===== config.mk =====
export PLATFORM = sky130hd
export DESIGN_NAME = ins_fetch_unit
export DESIGN_NICKNAME = d
export VERILOG_FILES = /design/src/rtl/ins_fetch_unit.sv
export SDC_FILE = /design/constraint.sdc
export NUM_CORES = 1
export LEC_CHECK = 0
export CAP_MARGIN = 20
export CORE_ASPECT_RATIO = 0.6
export CORE_MARGIN = 2
export CORE_UTILIZATION = 30
export CTS_BUF_LIST = sky130_fd_sc_hd__clkbuf_4
export DETAILED_ROUTE_END_ITERATION = 16
export PLACE_DENSITY_LB_ADDON = 0.12
export SLEW_MARGIN = 10
export SYNTH_ARGS = -nofsm -noshare
export SYNTH_HDL_FRONTEND = slang
export SYNTH_SLANG_ARGS = --single-unit

===== constraint.sdc =====
create_clock -name CLK -period 2.85 [get_ports CLK]
set_clock_uncertainty 0.15 [all_clocks]
set_input_delay 0.57 -clock CLK [delete_from_list [all_inputs] [get_ports CLK]]
set_output_delay 0.57 -clock CLK [all_outputs]
set_load 0.01 [all_outputs]

===== src/rtl/ins_fetch_unit.sv =====
`default_nettype none
// +--------------------------------------------------------------------------+
// | ins_fetch_unit: assembles one 32-bit instruction from four byte reads.   |
// | Revision 1.0                                                             |
// +--------------------------------------------------------------------------+
module ins_fetch_unit #(
  parameter int ADDR_W     = 32,
  parameter bit BIG_ENDIAN = 1'b1,
  parameter int TIMEOUT    = 15
) (
  input  logic              CLK,
  input  logic              RST,
  input  logic              fetch_req,
  input  logic [ADDR_W-1:0] pc,
  output logic              mem_rd,
  output logic [ADDR_W-1:0] mem_addr,
  input  logic [7:0]        mem_rdata,
  input  logic              mem_ack,
  output logic [31:0]       ins_out,
  output logic              ins_valid,
  output logic              busy,
  output logic              align_err,
  output logic              bus_err
);

  typedef enum logic [1:0] {
    IDLE = 2'd0,
    REQ  = 2'd1,
    DONE = 2'd2
  } state_t;

  localparam logic [7:0] WAIT_LAST = 8'(TIMEOUT - 1);

  state_t            state;
  logic [1:0]        idx;
  logic [7:0]        wait_cnt;
  logic [31:0]       buffer;
  logic [ADDR_W-1:2] base_hi;
  logic [1:0]        slot;
  logic [31:0]       merged;

  // Big-endian puts byte 0 in the top lane, so the lane index is 3-idx (= ~idx).
  assign slot = BIG_ENDIAN ? ~idx : idx;

  always_comb begin
    merged = buffer;
    case (slot)
      2'd0:    merged[7:0]   = mem_rdata;
      2'd1:    merged[15:8]  = mem_rdata;
      2'd2:    merged[23:16] = mem_rdata;
      default: merged[31:24] = mem_rdata;
    endcase
  end

  always_ff @(posedge CLK or negedge RST) begin
    if (!RST) begin
      state     <= IDLE;
      idx       <= 2'd0;
      wait_cnt  <= 8'd0;
      buffer    <= 32'h0;
      base_hi   <= '0;
      mem_rd    <= 1'b0;
      mem_addr  <= '0;
      ins_out   <= 32'h0;
      ins_valid <= 1'b0;
      busy      <= 1'b0;
      align_err <= 1'b0;
      bus_err   <= 1'b0;
    end else begin
      ins_valid <= 1'b0;
      align_err <= 1'b0;
      bus_err   <= 1'b0;
      case (state)
        IDLE: begin
          if (fetch_req) begin
            if (pc[1:0] != 2'b00) begin
              align_err <= 1'b1;
            end else begin
              base_hi  <= pc[ADDR_W-1:2];
              mem_addr <= pc;
              idx      <= 2'd0;
              wait_cnt <= 8'd0;
              mem_rd   <= 1'b1;
              busy     <= 1'b1;
              state    <= REQ;
            end
          end
        end
        REQ: begin
          if (mem_ack) begin
            buffer   <= merged;
            wait_cnt <= 8'd0;
            if (idx == 2'd3) begin
              ins_out   <= merged;
              ins_valid <= 1'b1;
              mem_rd    <= 1'b0;
              state     <= DONE;
            end else begin
              idx      <= idx + 2'd1;
              mem_addr <= {base_hi, idx + 2'd1};
            end
          end else if (wait_cnt == WAIT_LAST) begin
            // Abort leaves ins_out untouched; the partial buffer is simply dropped.
            bus_err <= 1'b1;
            mem_rd  <= 1'b0;
            busy    <= 1'b0;
            state   <= IDLE;
          end else begin
            wait_cnt <= wait_cnt + 8'd1;
          end
        end
        DONE: begin
          busy  <= 1'b0;
          state <= IDLE;
        end
        default: begin
          mem_rd <= 1'b0;
          busy   <= 1'b0;
          state  <= IDLE;
        end
      endcase
    end
  end

endmodule
`default_nettype wire


==> impl_results.md <==
- Final core occ: 39.4%
- ANT nets after route: 0
- Final Setup Violations: 0
- Clock-pin slew on the worst setup and hold paths: 0.11 ns
- # diodes: 0
- Mapped Cells: roughly 500
- Placed insts: just over 800
- IO Port Bufs: 112
- Post-DR wirelength/cell: ~15 um
- Critical-path cell list: clkdlybuf4s50_1
- Mapped cell area: 5770 um^2
- Buffers and inverters on the worst path: 1
- Fin crit period: ~2.2 ns
- Syn. warnings: 0
- Tightest Pin Transition: approximately 0.86 ns
- Outcome: complete, no violations
- Top-area cell type share of the netlist area: 58.5%
- Commonest cells in the netlist: dfrtp_1 (135), nand2_1 (87), mux2i_1 (55)
- Worst skew pair latency: 0.53 ns
- Reg2reg path depth: 5
- Most common cell in the synthesized netlist: dfrtp_1
- # DRC: 0
- Final Hold Vio Count: 0
- EDFF count, synth: 0
- Drt via density: 4.55
- Setup slack after layout: 0.649 ns
- Seq/Total Area, Yosys: 58.5%
- Critical-path top delay cell: clkdlybuf4s50_1
- Number of DRC markers in iteration 0: 192
- #FFs+latches synth: 135
- Die area: 20,400 um^2
- Kind of critical path: register to output pin
- GR Util All Layers: 14.0%
- Final Routed Wirelength: 13.3 mm
- Vias in the first global route: 4,209
- Antenna violations before repair: 0
- Power per Cell Area: 957 nW/um^2
- CP max FO: 2
- Crit path launch type: register
- Ports: 113
- Clock root buffer: clkbuf_4
- Critical Path AT: approximately 1.5 ns
- Chip Width: 183 um
- Syn avg cell area: 11.9 um^2
- CTS Buf Count: 17
- Largest net degree at the start of global routing: 89
- Pre-CTS setup slack: 0.330 ns
- Cell taking the most area after synthesis: dfrtp_1
- Hold Crit Depth: 2
- Core area: around 19,000 um^2
- Area contributors post-synth: dfrtp_1 (59%), mux2_2 (11%), mux2i_1 (9.5%)
- Worst EP required: between 2 and 2.5 ns
- Critical path depth in cells: 1
- Die height: 111 um
- Hold Path Class: register to register
- Post-CTS setup buffers: 0
- # nets final: roughly 650
- Worst VDD drop: 0.000357 V
- Non-filler instance count after layout: 861
- Top_reg_cell synth: dfrtp_1
- Fmax: 454 MHz
- Routability Congestion: between 0.7 and 0.8
- Slew Limit Fails: 0
- Initial core utilization: between 30% and 40%
- MaxCap Viol Count: 0
- Mapped Nets: ~540
- Post-CTS Hold Fix Bufs: 1
- Synth unique cells: 40
- RSZ-0062 raised after global routing: no
- Overflow after GRT: 0
- Final Cycle Share: 77.2%
- Vias: 3,919
- Relative slew slack: roughly 42%
- DP Wirelength: 9.15 mm
- Rows: 39
- H-tree Lvls: 4
- Leak Pwr: 3.36 nW
- Cell family with most CP delay: buffers and inverters
- Slowest Stage Delay on Critical Path: around 0.56 ns
- Layout cells sized above 1: 16.7%
- CTS tree: built
- First-pass GRT wire length: 22.2 mm
- Setup TNS: 0 ns
- Resized Gates After CTS: 0
- CTS Sinks: between 100 and 150
- DRT Pass-1 Iters: 4
- Crit path capture type: output pin
- CTS Buffer Depth: 2
- Synthesis-to-layout area growth: 29.4%
- Asr flop ratio synth: 100%
==> worst paths after layout <==
| check | start | to | slack, ns |
|---|---|---|---|
| worst min register to register | ins_out[6] | ins_out[6] | 0.34 |
| max in group asynchronous | RST | ins_out[12] | 1.27 |
| worst max-delay path | ins_out[7] | ins_out[7] | 0.65 |
| min in group asynchronous | RST | ins_out[24] | 0.47 |
| worst min-delay path | ins_out[6] | ins_out[6] | 0.34 |
| worst max register to register | state[0] | mem_addr[0] | 0.81 |
==> final cells by class <==
| cell class | instances | area (um^2) |
|---|---|---|
| Clock inverter | 14 | 111 |
| Clock buffer | 17 | 128 |
| Timing Repair Buffer | 126 | 1280 |
| Tap cell | 246 | 308 |
| Inverter | 8 | 30.0 |
| Multi-Input combinational cell | 315 | 2230 |
| Sequential cell | 135 | 3380 |
| Fill cell | 1835 | 11500 |
==> cells by family after synthesis <==
group	count (synthesis)	synth area share [%]
compound gates	84	7.95
xor+xnor	1	0.152
fa+ha+maj	6	1.30
buf+inv	36	2.86
flops	135	58.5
mux	109	20.1
simple gates	115	9.15
==> power by group <==
group	leakage, nW	internal, mW	switching, mW
Sequential	1.70	2.72	0.461
Combinational	1.54	1.59	1.24
Clock	0.118	0.416	0.723
Total	3.36	4.72	2.43
==> flip-flops by register name, summed over array words and instances, names as in the netlist <==
name and count:
busy 1, state 2, base_hi 30, ins_out 32
wait_cnt 8, bus_err 1, buffer 24, mem_rd 1
align_err 1, ins_valid 1, idx 2, mem_addr 32
==> worst register-to-register path: stages (launching register included) <==
cell	delay, ns
dfrtp_1	0.56
or4b_1	0.57
a21o_2	0.23
buf_12	0.20
nor3_2	0.18
a21o_1	0.11
==> per-layer routing <==
| metal | vias to the layer above | wire length, um | share of wire (%) | track usage [%] |
|---|---|---|---|---|
| met3 | 6 | 533 | 4.0 | 4.38 |
| met2 | 66 | 6140 | 46 | 21.6 |
| met4 | 0 | 95 | 0.72 | 3.52 |
| met1 | 1927 | 6490 | 49 | 19.1 |
| li1 | 1920 | - | - | - |
| met5 | - | 0 | 0 | 0 |
==> cell usage in the layout, fill, tap and decap left out, types with 3 or more instances in the layout <==
master	n
a21o_1	4
a21oi_1	8
buf_12	4
buf_4	9
clkbuf_4	17
clkdlybuf4s50_1	111
clkinv_1	4
clkinv_2	3
clkinvlp_4	5
dfrtp_1	135
ha_1	6
inv_1	7
mux2_2	54
mux2i_1	55
nand2_1	87
nor2_1	6
o21ai_0	32
o21ai_1	30
or3_1	4
==> per-stage QoR <==
stage | hold WS (ns) | total power, mW | area (um^2)
2_1_floorplan | 0.124 | 4.75 | 5770
3_3_place_gp | 0.308 | 6.01 | 7220
3_5_place_dp | 0.319 | 6.12 | 7220
4_1_cts | 0.349 | 7.30 | 7470
5_1_grt | 0.370 | 7.73 | 7470
6_report | 0.341 | 7.15 | 7470
No activity file was read; power rests on OpenSTA's default activity.
